## config.mk

```make
export PLATFORM = sky130hd
export DESIGN_NAME = pipe_fcu
export DESIGN_NICKNAME = d
export VERILOG_FILES = /design/src/rtl/pipe_fcu.sv
export SDC_FILE = /design/constraint.sdc
export NUM_CORES = 1
export LEC_CHECK = 0
export ABC_AREA = 1
export BUFFER_PORTS_ARGS = -buffer_cell sky130_fd_sc_hd__buf_2
export CELL_PAD_IN_SITES_DETAIL_PLACEMENT = 1
export CELL_PAD_IN_SITES_GLOBAL_PLACEMENT = 1
export CORE_MARGIN = 2
export CORE_UTILIZATION = 30
export DETAILED_ROUTE_END_ITERATION = 8
export HOLD_SLACK_MARGIN = 0.03
export PLACE_DENSITY_LB_ADDON = 0.05
export SLEW_MARGIN = 20
export SYNTH_ARGS = -nofsm -noshare
export SYNTH_HDL_FRONTEND = slang
export SYNTH_SLANG_ARGS = --single-unit
```

## constraint.sdc

```tcl
create_clock -name clk_i -period 1.5 [get_ports clk_i]
set_input_delay 0 -clock clk_i [delete_from_list [all_inputs] [get_ports clk_i]]
set_output_delay 0 -clock clk_i [all_outputs]
set_load 0.005 [all_outputs]
```

## src/rtl/pipe_fcu.sv

```systemverilog
// pipe_fcu: fetch control unit, single-outstanding imem fetch with a skid buffer feeding the IF/ID stage.
module pipe_fcu #(
   parameter int              XLEN     = 32,
   parameter logic [XLEN-1:0] RESET_PC = '0
) (
   input  logic            clk_i,
   input  logic            rst_i,
   input  logic            stall_i,
   input  logic            jmp_i,
   input  logic [XLEN-1:0] jmp_pc_i,
   output logic            imem_req_o,
   output logic [XLEN-1:0] imem_addr_o,
   input  logic            imem_gnt_i,
   input  logic            imem_rvalid_i,
   input  logic [31:0]     imem_rdata_i,
   output logic            inst_valid_o,
   output logic [31:0]     inst_data_o,
   output logic [XLEN-1:0] pc_data_o,
   output logic [XLEN-1:0] pc_next_o
);
   typedef enum logic [1:0] {S_IDLE, S_REQ, S_WAIT, S_HOLD} state_t;
   state_t          state_q, state_d;
   logic [XLEN-1:0] pc_q, skid_pc_q;
   logic [31:0]     skid_inst_q;
   logic            kill_q, free, consume, rsp, load, skid_load, from_skid;
   assign free      = ~inst_valid_o | ~stall_i;
   assign consume   = inst_valid_o & ~stall_i;
   assign rsp       = (state_q == S_WAIT) & imem_rvalid_i;
   assign load      = rsp & ~kill_q & free;
   assign skid_load = rsp & ~kill_q & ~free;
   assign from_skid = (state_q == S_HOLD) & free;
   always_ff @(posedge clk_i) begin
      if (rst_i) state_q <= S_IDLE;
      else       state_q <= state_d;
   end
   always_comb begin
      state_d = state_q;
      case (state_q)
         S_IDLE:  state_d = S_REQ;
         S_REQ:   state_d = imem_gnt_i ? S_WAIT : S_REQ;
         S_WAIT:  state_d = !imem_rvalid_i ? S_WAIT : (jmp_i || kill_q || free) ? S_REQ : S_HOLD;
         S_HOLD:  state_d = (jmp_i || free) ? S_REQ : S_HOLD;
         default: state_d = S_IDLE;
      endcase
   end
   always_comb begin
      imem_req_o  = state_q == S_REQ;
      imem_addr_o = pc_q;
   end
   always_ff @(posedge clk_i) begin
      if (rst_i) begin
         pc_q         <= RESET_PC;
         kill_q       <= 1'b0;
         inst_valid_o <= 1'b0;
         inst_data_o  <= '0;
         pc_data_o    <= '0;
         pc_next_o    <= '0;
         skid_inst_q  <= '0;
         skid_pc_q    <= '0;
      end else if (jmp_i) begin
         // an old-address fetch still in flight must be discarded when it returns
         inst_valid_o <= 1'b0;
         pc_q         <= jmp_pc_i & ~XLEN'(3);
         kill_q       <= (state_q == S_REQ && imem_gnt_i) || (state_q == S_WAIT && !imem_rvalid_i);
      end else begin
         if (rsp) kill_q <= 1'b0;
         if (rsp && !kill_q) pc_q <= pc_q + XLEN'(4);
         if (load) begin
            inst_valid_o <= 1'b1;
            inst_data_o  <= imem_rdata_i;
            pc_data_o    <= pc_q;
            pc_next_o    <= pc_q + XLEN'(4);
         end else if (from_skid) begin
            inst_valid_o <= 1'b1;
            inst_data_o  <= skid_inst_q;
            pc_data_o    <= skid_pc_q;
            pc_next_o    <= skid_pc_q + XLEN'(4);
         end else if (consume) begin
            inst_valid_o <= 1'b0;
         end
         if (skid_load) begin
            skid_inst_q <= imem_rdata_i;
            skid_pc_q   <= pc_q;
         end
      end
   end
endmodule
```

======== After elaboration in Yosys (flattened, before gate mapping) ========
Cells that the tools add are included.
storage, ports and cells
  bits in registers ....................... 196
  output and inout bits ................... 130
operators by class
  add/sub/neg operators ................... 2
  equal/unequal tests ..................... 3
  muxes and demuxes ....................... 18
  bitwise operators ....................... 12
  reduce and logical (&&, ||, !) cells .... 17
operators with widths
  operator                                                          count
  32-bit 2-to-1 mux                                                 8
  32-bit by 3-bit adder with 32-bit output (second input constant)  2
  2-bit 2-to-1 mux                                                  4
  2-bit one-hot mux with 4 select lines                             1
  1-bit bitwise AND                                                 6
  2-bit nonzero test                                                3
  1-bit 2-to-1 mux                                                  5
  1-bit inverter                                                    5
  2-bit == test (second input constant)                             2
  1-bit logical OR                                                  4
  2-bit AND reduction                                               2
  1-bit logical AND                                                 3
  3-bit nonzero test                                                1
  2-bit by 1-bit == test with 1-bit output (second input constant)  1
  1-bit zero test                                                   2
  2-bit zero test                                                   1
  2-bit OR reduction                                                1
  1-bit bitwise OR                                                  1

======== Logic depth before layout (Yosys ltp) ========
Gate-level depths: netlist (run 1).
  word-level depth ........................ 6
  mapped depth ............................ 12
  gate-level depth less buffers ........... 12

======== Least setup slack after synthesis (run 1) ========
OpenSTA, ideal clock, no wires.
  path type ............................... register -> register
  from .................................... register pc_q[2], in the netlist imem_addr_o[2]
  to ...................................... register pc_q[20], in the netlist imem_addr_o[20]
  setup time .............................. 0.128 ns
  arrival ................................. 1.482 ns
  data required time ...................... 1.372 ns
  path slack .............................. -0.109 ns
  cell stages (with the launch flop) ...... 11
  period minus slack after synthesis ...... 1.609 ns
  path through ............................ dfxtp_1 > ha_1 > nand2_1 > nor2_1 > nand2_2 > nor2_4 > inv_1 > o21ai_0 > nand2_1 > a21oi_1 > nor2_1
on the way
  cells in the longest elaborated chain, start to end .. 3
ends and longest elaborated chain
  item                                      RTL line  text
  start: declaration                        23        logic [XLEN-1:0] pc_q, skid_pc_q;
  start signal: assignment                  63        pc_q <= jmp_pc_i & ~XLEN'(3);
  start signal: assignment                  67        if (rsp && !kill_q) pc_q <= pc_q + XLEN'(4);
  32-bit by 3-bit adder with 32-bit output  67
  32-bit 2-to-1 mux                         67
  32-bit 2-to-1 mux                         60        end else if (jmp_i) begin
No other way between the ends. The select of a mux whose other input is x is not followed.
A chain may end at the register's enable or synchronous reset.

======== Worst setup path after layout (run 1) ========
  from .................................... register state_q[1]
  to ...................................... register pc_next_o[20]
on the way
  cells in the longest elaborated chain, start to end .. 6
ends and longest elaborated chain
  item                                  RTL line  text
  start: declaration                    22        state_t state_q, state_d;
  start signal: assignment              34        else state_q <= state_d;
  2-bit == test                         28        assign rsp = (state_q == S_WAIT) & imem_rvalid_i;
  1-bit bitwise AND                     28
  1-bit bitwise AND (2 in series)       29        assign load = rsp & ~kill_q & free;
  2-bit nonzero test (no source line)   -
  2-bit AND reduction (no source line)  -
  end signal: assignment                72        pc_next_o <= pc_q + XLEN'(4);
  end signal: assignment                77        pc_next_o <= skid_pc_q + XLEN'(4);
  end: declaration                      19        output logic [XLEN-1:0] pc_next_o
Several ways; a longest one is shown, not always the timed one.

==> impl_metrics.csv, run 1 <==
group,metric,value,unit
synth,synth_edf_count,0,
routing,wl_per_cell,19.9,microns
final_layout,drive_gt1_frac,0.424,
critical_path,path_class,"register to register",
clocking,cts_max_path_buffers,2,
grt,grtUsageTotal,0.246,
floorplanning,fp-row-count,63,
critical_path,critical_path.cell_chain,"nand4_1 -> buf_4 -> a21oi_4 -> buf_12 -> buf_12 -> buf_4 -> nand2_1 -> nor2_2 -> nand2_1 -> a21oi_1",
place,gp_congestion,0.863,
grt,antenna_found_initial,2,
sta,setup_viol,172,
sta,hold_viol_final,0,
sta,tightest_slew,0.628,ns
sta,rsz0062_at_grt,"yes",
routing,drc,0,
synth,synthArstFlopShare,0,
pwr,p_total,0.0113,W
final_layout,mostFrequentLayoutCell,"nand2_1",
clocking,clkSlewWorstSetupHoldPaths,0.08,ns
final_layout,nets,1903,
routing,ant_nets,0,
synth,ys_seq_area_frac,0.413,
sta,skew,0.0132,ns
synth,netlist.area_leader.share,0.413,
place,port_buffers,191,
synth,syn-cell-area,0.00912,sq mm
floorplanning,initial_core_util,0.306,
clocking,root_buffer,"clkbuf_16",
synth,synth_ff_type,"dfxtp_1",
routing,wirelength,44400,microns
final_layout,syn_to_final_growth,73.1,%
grt,grt_pass1_wl,59500,microns
pwr,ir_worst_vdd,0.000806,V
synth,yosysUniqueCellTypes,32,
sta,min_period,1.73,ns
floorplanning,pin_count,200,
pwr,leakagePower,6.80,nW
sta,setup_slack,-0.226,ns
sta,max_slew_margin,0.582,
critical_path,path_max_fanout,5,
critical_path,worstPathArrival,2.11,ns
synth,synthTopCellsByArea,"dfxtp_1 41%, nand2_1 16%, nor2_1 7.4%",
place,hpwlAfterDp,28000,microns
floorplanning,dieArea,0.0318,sq mm
final_layout,layout_common_cells,"348 x nand2_1, 201 x buf_4, 191 x buf_2",
synth,yosys_warnings,0,
routing,vias,11100,
sta,slew_violations,0,
final_layout,diodes,0,
floorplanning,core_region_area,0.0298,sq mm
clocking,clk_latency,0.45,ns
clocking,ctsHtreeMaxLevel,4,
clocking,cts_tree,"built",
outcome,violations,"setup timing",
grt,gr-total-overflow,0,
grt,grt_max_degree,83,
synth,synth_largest_area_cell,"dfxtp_1",
floorplanning,die_h,178,microns
synth,ys_ff_latch,188,
grt,grt_pass1_vias,10600,
critical_path,end_kind,"register",
routing,vias_per_cell,4.98,
sta,finalSetupTns,-16.49,ns
critical_path,slowest_stage,"dfxtp_2",
routing,drt_iter0_drc,602,
synth,syn_avg_cell_area,6.75,sq um
run,drv_cap,0,
critical_path,cp-start-kind,"register",
outcome,status,"complete, but fails checks",
synth,synthCells,1350,
min_path,hp-class,"primary input to register",
routing,firstDrtPassIters,5,
clocking,numCtsBuffers,17,
clocking,cts_sinks,188,
critical_path,critPathRequiredTime,1.88,ns
critical_path,slowest_delay,0.37,ns
floorplanning,die_w,178,microns
sta,period_share,1.15,
pwr,power.density,717,mW/mm^2
sta,max_freq,0.579,GHz
[per-stage QoR]
| step | setup slack [ns] | utilization | hold slack [ns] | area, sq um | cells |
|---|---|---|---|---|---|
| 3_3_place_gp | -0.345 | 0.405 | 0.247 | 12100 | 2069 |
| 4_1_cts | -0.180 | 0.470 | 0.0498 | 14000 | 2188 |
| 6_report | -0.226 | 0.530 | 0.0265 | 15800 | 2234 |
| 5_1_grt | -0.281 | 0.530 | 0.0453 | 15800 | 2234 |
| 3_5_place_dp | -0.368 | 0.405 | 0.250 | 12100 | 2069 |
| 2_1_floorplan | 0.000190 | - | 0.135 | 9160 | 1355 |
[critical path: cells and delay by family, from the launching register on]
kind                   cells  cell delay (ns)
buffers and inverters      4             0.57
and+or+nand+nor            4             0.45
DFF                        1             0.37
AOI/OAI and AO/OA          2             0.25
[synth_stat cells (all sizes together), types with 2 or more instances]
master / count
nor2: 191
o211ai: 6
dfxtp: 188
o21ai: 156
ha: 2
inv: 79
nand4: 9
xnor2: 3
clkbuf: 38
nor3b: 2
xor2: 25
a211oi: 2
nand3: 63
nand2: 380
buf: 55
nor3: 8
a31oi: 79
a21oi: 56
nand3b: 4
[what timing repair did]
item / in CTS / in global routing
pin swaps: 33 / 67
setup buffers: 18 / 16
hold endpoints to repair: 97 / 0
gates resized for setup: 159 / 265
hold buffers: 66 / 0
gates cloned: 3 / 31
setup endpoints to repair: 158 / 183
[kinds of logic (layout without fill, tap and decap cells)]
| group | after synthesis | count (layout) | share of synthesized area |
|---|---|---|---|
| adders and majority gates | 2 | 2 | 0.00274 |
| DFF | 188 | 188 | 0.413 |
| AOI/OAI and AO/OA | 302 | 302 | 0.181 |
| buffers and inverters | 172 | 661 | 0.0850 |
| xor gates and xnor gates | 28 | 28 | 0.0269 |
| other | 1 | 6 | 0.000411 |
| and+or+nand+nor | 657 | 657 | 0.291 |
[worst paths after layout]
| check | startpoint | end | slack, ns | depth (start not counted) |
|---|---|---|---|---|
| setup / recovery | state_q[1] | pc_next_o[20] | -0.23 | 10 |
| setup reg to reg | state_q[1] | pc_next_o[20] | -0.23 | 10 |
| hold reg to reg | pc_next_o[2] | pc_next_o[2] | 0.46 | 2 |
| hold / removal | stall_i | state_q[1] | 0.03 | 5 |
[per-layer routing]
layer | part of all wire | GRT usage | vias up | routed length [microns]
met2 | 0.48 | 0.395 | 287 | 21100
met5 | 0 | 0 | - | 0
met1 | 0.46 | 0.349 | 5395 | 20500
met3 | 0.044 | 0.0354 | 43 | 1970
met4 | 0.017 | 0.0559 | 0 | 762
li1 | - | - | 5391 | -
[flip-flops by register name, summed over array words and instances, names as in the netlist]
signal        count
pc_next_o        30
pc_data_o        30
skid_inst_q      32
imem_addr_o      30
skid_pc_q        30
kill_q            1
inst_data_o      32
inst_valid_o      1
state_q           2
[power by group]
group,switching (W),internal [W],leakage (nW),total [W]
sequential,0.000117,0.00511,1.54,0.00523
clock,0.00234,0.00219,0.281,0.00453
combinational,0.000796,0.000759,4.98,0.00156
total,0.00326,0.00807,6.80,0.0113
[area by class of cell]
type	count	area, sq um
tap	390	488
clock buffer	17	425
fill	3635	14000
clock inverter	15	129
inverter	79	335
timing repair buffer	550	4880
multi-input combinational	995	5700
sequential	188	3820
Power figures use the tool's default switching activity.
==> inputs of run 2 (changes only) <==
Settings changed: CELL_PAD_IN_SITES_DETAIL_PLACEMENT 1 to 2, CELL_PAD_IN_SITES_GLOBAL_PLACEMENT 1 to 2, CORE_UTILIZATION 30 to 27.
==> run 2 against run 1 <==
The run still ends with setup timing left; die area is 11% higher; global-route usage increased by 4.4 points; critical path depth is the same; sequential share of layout area fell by 1.3 points; largest power group unchanged; critical path type unchanged; combinational power is 18% higher; via count up 14%; routed wire length increased by 51%.
==> impl_metrics.csv, run 2 (synthesis results as in run 1) <==
group,metric,value,unit
sta,tightest_slew,0.879,ns
floorplanning,fp-row-count,67,
sta,finalSetupTns,-44.57,ns
pwr,ir_worst_vdd,0.000931,V
min_path,hp-class,"primary input to register",
final_layout,seqCellArea,0.00383,sq mm
clocking,clk_latency,0.48,ns
outcome,status,"complete, but fails checks",
place,gp_congestion,0.875,
floorplanning,core_region_area,0.0334,sq mm
final_layout,diodes,0,
sta,max_slew_margin,0.414,
final_layout,layout_common_cells,"302 x nand2_1, 205 x buf_4, 191 x buf_2",
grt,grt_pass1_vias,13100,
sta,hold_viol_final,0,
critical_path,path_max_fanout,4,
clocking,cts_tree,"built",
critical_path,slowest_stage,"dfxtp_1",
floorplanning,dieArea,0.0353,sq mm
routing,wl_per_cell,28.8,microns
critical_path,path_class,"register to register",
floorplanning,pin_count,200,
final_layout,multi_input_area,0.00613,sq mm
routing,ant_nets,0,
pwr,leakagePower,7.13,nW
critical_path,critical_path.cell_chain,"nand2_1 -> nor2_1 -> nand2_1 -> inv_1 -> nand3_1 -> nand2_1 -> nand2_1 -> nor2_1 -> nand2_1 -> a21oi_1",
final_layout,nets,1934,
floorplanning,die_w,188,microns
final_layout,syn_to_final_growth,83.5,%
critical_path,worstPathArrival,2.46,ns
routing,vias,12700,
place,hpwlAfterDp,32600,microns
critical_path,crit_top_cell,"nand2_1",
clocking,root_buffer,"clkbuf_16",
routing,drt_iter0_drc,652,
pwr,power.density,725,mW/mm^2
grt,grtUsageTotal,0.290,
final_layout,fillers,3668,
sta,slew_violations,0,
routing,firstDrtPassIters,4,
final_layout,reg.largest.list,"inst_data_o x32, skid_inst_q x32",
final_layout,utilization,0.501,
sta,rsz0062_at_grt,"yes",
run,drv_cap,0,
sta,skew,0.0197,ns
critical_path,critPathRequiredTime,1.91,ns
critical_path,cp-start-kind,"register",
sta,period_share,1.37,
critical_path,slowest_delay,0.49,ns
clocking,cts_max_path_buffers,2,
grt,grt_max_degree,50,
place,pre_cts_ws,-0.321,ns
grt,antenna_found_initial,0,
clocking,clkSlewWorstSetupHoldPaths,0.09,ns
sta,min_period,2.05,ns
routing,drc,0,
routing,wirelength,66900,microns
final_layout,drive_gt1_frac,0.479,
sta,setup_viol,183,
clocking,numCtsBuffers,17,
floorplanning,die_h,188,microns
critical_path,end_kind,"register",
routing,vias_per_cell,5.45,
clocking,ctsHtreeMaxLevel,4,
grt,grt_pass1_wl,77800,microns
sta,setup_slack,-0.549,ns
floorplanning,initial_core_util,0.273,
outcome,violations,"setup timing",
sta,max_freq,0.488,GHz
final_layout,mostFrequentLayoutCell,"nand2_1",
grt,gr-total-overflow,0,
clocking,cts_sinks,188,
place,port_buffers,191,
[run 2: cell types whose count changed in the layout (fill, tap and decap cells not counted), sizes merged]
cell         delta
inv             -3
dlygate4sd3     -1
buf            +39
bufinv          +1
clkinvlp        +3
clkbuf          -8
clkinv          -1
bufbuf          +1
[run 2: through the flow]
step	cells	area [sq um]	hold slack (ns)	power [W]
2_1_floorplan	1355	9160	0.135	0.00578
3_3_place_gp	2135	12100	0.245	0.00647
3_5_place_dp	2135	12100	0.252	0.00649
4_1_cts	2280	15000	0.0857	0.0116
5_1_grt	2323	16700	0.134	0.0125
6_report	2323	16700	0.123	0.0121
[run 2: layout make-up]
cell class	instances	area share
Timing Repair Buffer	581	0.315
Tap cell	448	0.0335
Clock inverter	15	0.0108
Sequential cell	188	0.229
Inverter	79	0.0198
Clock buffer	17	0.0254
Multi-Input combinational cell	995	0.366
[run 2: power breakdown]
part           leakage, nW  internal (W)  switching [W]  total, W
Sequential            1.54       0.00512       0.000135   0.00525
Clock                0.288       0.00240        0.00265   0.00505
Combinational         5.30      0.000823        0.00101   0.00184
Total                 7.13       0.00834        0.00380    0.0121
[run 2: worst max-delay path: cells and delay by family (launching register included)]
kind	cells	cell delay [ns]
and+or+nand+nor	8	1.23
DFF	1	0.49
buffers and inverters	1	0.13
AOI/OAI and AO/OA	1	0.12
[run 2: final timing paths]
| check | start | to | slack [ns] | depth (start not counted) |
|---|---|---|---|---|
| worst max-delay path | skid_pc_q[16] | pc_next_o[22] | -0.55 | 10 |
| worst min-delay path | stall_i | inst_valid_o | 0.12 | 4 |
| worst max register to register | skid_pc_q[16] | pc_next_o[22] | -0.55 | 10 |
| worst min register to register | pc_next_o[29] | pc_next_o[29] | 0.49 | 2 |
[run 2: repair_timing]
item	CTS	global route
resized for setup	281	324
gates cloned	13	17
setup buffers	38	33
hold endpoints to repair	109	0
setup endpoints to repair	183	184
hold buffers	65	0
pin swaps	79	112
[run 2: per-layer routing]
metal | global-route usage | vias up | part of all wire
met5 | 0 | - | 0
met1 | 0.317 | 6450 | 0.37
met4 | 0.152 | 0 | 0.080
met2 | 0.541 | 499 | 0.52
li1 | - | 5445 | -
met3 | 0.0404 | 257 | 0.037
==> inputs of run 3 (changes only) <==
--- a/config.mk
+++ b/config.mk
@@ -15,5 +15,5 @@
 export HOLD_SLACK_MARGIN = 0.03
 export PLACE_DENSITY_LB_ADDON = 0.05
-export SLEW_MARGIN = 20
+export SLEW_MARGIN = 15
 export SYNTH_ARGS = -nofsm -noshare
 export SYNTH_HDL_FRONTEND = slang
==> constraint.sdc (replaced) <==
create_clock -name clk_i -period 1.5 [get_ports clk_i]
set_input_delay 0.3 -clock clk_i [delete_from_list [all_inputs] [get_ports clk_i]]
set_output_delay 0.3 -clock clk_i [all_outputs]
set_load 0.005 [all_outputs]
==> run 3 against run 2 <==
The flow still finishes with violations (setup timing); via count fell by 2.8%; first-iteration DRC count decreased by 2.0%; cell area about the same; power fell by 2.8%; final cell count is 2.5% lower; maximum frequency grew 2.3%; worst hold slack worse by 0.052 ns; clock power shrank 4.6%; die area did not move; combinational power shrank 5%; critical path type unchanged; largest cell class unchanged; largest power group unchanged.
==> impl_metrics.csv, run 3 (synthesis results as in run 1) <==
group,metric,value,unit
clocking,clk_latency,0.49,ns
pwr,pwr-share-comb,0.147,
grt,grt_pass1_vias,12800,
min_path,holdPathStages,3,
final_layout,seqCellArea,0.00385,sq mm
floorplanning,fp-row-count,67,
routing,firstDrtPassIters,5,
final_layout,layout_common_cells,"304 x nand2_1, 200 x buf_4, 189 x buf_2",
sta,skew,0.0152,ns
grt,grt_pass1_wl,78700,microns
final_layout,multi_input_area,0.00654,sq mm
place,pre_cts_ws,-0.475,ns
routing,wl_per_cell,28.7,microns
critical_path,path_class,"register to register",
sta,timing.hold.ws,0.0705,ns
pwr,power.density,706,mW/mm^2
grt,grtUsageTotal,0.295,
place,port_buffers,191,
clocking,cts_sinks,188,
critical_path,worstPathArrival,2.37,ns
place,gp_congestion,0.869,
critical_path,critPathRequiredTime,1.87,ns
sta,max_freq,0.499,GHz
sta,period_share,1.34,
routing,vias,12300,
sta,rsz0062_at_grt,"yes",
critical_path,cp-start-kind,"register",
place,place_area,0.0122,sq mm
clocking,clkSlewWorstSetupHoldPaths,0.08,ns
final_layout,syn_to_final_growth,83.4,%
clocking,root_buffer,"clkbuf_16",
min_path,hp-class,"primary input to register",
sta,hold_viol_final,0,
clocking,ctsHtreeMaxLevel,4,
pwr,switching_share,0.309,
pwr,p_total,0.0118,W
routing,vias_per_cell,5.43,
clocking,cts_max_path_buffers,2,
place,hpwlAfterDp,32400,microns
grt,gr-total-overflow,0,
routing,drc,0,
sta,setup_slack,-0.504,ns
final_layout,diodes,0,
pwr,ir_worst_vdd,0.000916,V
critical_path,path_max_fanout,6,
sta,max_slew_margin,0.625,
sta,setup_viol,190,
floorplanning,dieArea,0.0353,sq mm
pwr,clkPwrFrac,0.408,
final_layout,reg.largest.list,"inst_data_o x32, skid_inst_q x32",
outcome,violations,"setup timing",
pwr,sequentialPowerShare,0.444,
sta,tightest_slew,0.563,ns
pwr,p_sw,0.00365,W
final_layout,fillers,3644,
run,drv_cap,0,
grt,antenna_found_initial,0,
clocking,numCtsBuffers,17,
floorplanning,pin_count,200,
sta,slew_violations,0,
floorplanning,die_w,188,microns
routing,drt_iter0_drc,639,
clocking,cts_tree,"built",
final_layout,nets,1877,
critical_path,rr_worst_depth,11,
grt,grt_max_degree,50,
sta,finalSetupTns,-48.43,ns
outcome,status,"complete, but fails checks",
final_layout,mostFrequentLayoutCell,"nand2_1",
pwr,leakagePower,7.04,nW
critical_path,end_kind,"register",
floorplanning,initial_core_util,0.273,
pwr,intPower,0.00815,W
floorplanning,die_h,188,microns
final_layout,final_area,0.0167,sq mm
routing,ant_nets,0,
routing,wirelength,65100,microns
final_layout,drive_gt1_frac,0.527,
sta,min_period,2.00,ns
floorplanning,core_region_area,0.0334,sq mm
-- run 3: cell types whose count changed in the layout (fill, tap and decap cells not counted), sizes merged --
cell / previous run / this run
buf: 500 / 515
bufbuf: 1 / 0
bufinv: 1 / 0
clkbuf: 32 / 29
clkinv: 6 / 2
clkinvlp: 3 / 1
dlygate4sd3: 65 / 0
inv: 84 / 88
-- run 3: timing repair --
item / in CTS / in global routing
hold buffers: 0 / 0
cloned: 27 / 9
setup endpoints to repair: 182 / 191
gates resized for setup: 366 / 358
setup buffers: 37 / 46
pin swaps: 81 / 127
-- run 3: worst paths after layout --
| kind | start | end | slack [ns] |
|---|---|---|---|
| hold reg to reg | pc_next_o[29] | pc_next_o[29] | 0.48 |
| setup reg to reg | state_q[0] | skid_pc_q[25] | -0.50 |
| setup / recovery | state_q[0] | skid_pc_q[25] | -0.50 |
| hold / removal | imem_rdata_i[12] | skid_inst_q[12] | 0.07 |
-- run 3: layer usage --
| metal | track usage | wire length, microns | part of all wire | vias up |
|---|---|---|---|---|
| met3 | 0.0357 | 2670 | 0.041 | 239 |
| met5 | 0 | 0 | 0 | - |
| met2 | 0.559 | 33600 | 0.52 | 461 |
| li1 | - | - | - | 5355 |
| met4 | 0.151 | 5060 | 0.078 | 0 |
| met1 | 0.320 | 23800 | 0.36 | 6246 |
-- run 3: power groups by stage --
stage	clock network [W]	logic [W]	registers, W
2_1_floorplan	0	0.000444	0.00534
3_3_place_gp	0	0.00116	0.00532
3_5_place_dp	0	0.00118	0.00533
4_1_cts	0.00470	0.00144	0.00522
5_1_grt	0.00504	0.00182	0.00525
6_report	0.00482	0.00174	0.00524
-- run 3: cell type report --
class	instances	share of cell area
clock inverters	12	0.00591
multi-input cells	995	0.391
repair buffers	524	0.292
inverters	79	0.0199
well taps	448	0.0335
flip-flops and latches	188	0.230
clock buffers	20	0.0279
-- run 3: metrics by stage --
stage | util | std cells
2_1_floorplan | - | 1355
3_3_place_gp | 0.366 | 2133
3_5_place_dp | 0.366 | 2133
4_1_cts | 0.450 | 2225
5_1_grt | 0.501 | 2266
6_report | 0.501 | 2266
-- run 3: worst max-delay path, cell delays in order, from the launching register on --
cell and delay (ns):
dfxtp_2 0.34, inv_2 0.07, nand4_1 0.12, buf_4 0.18
nor2_4 0.11, inv_2 0.07, nor2_4 0.11, buf_12 0.15
buf_12 0.17, buf_12 0.12, o21ai_0 0.11, a21oi_1 0.33
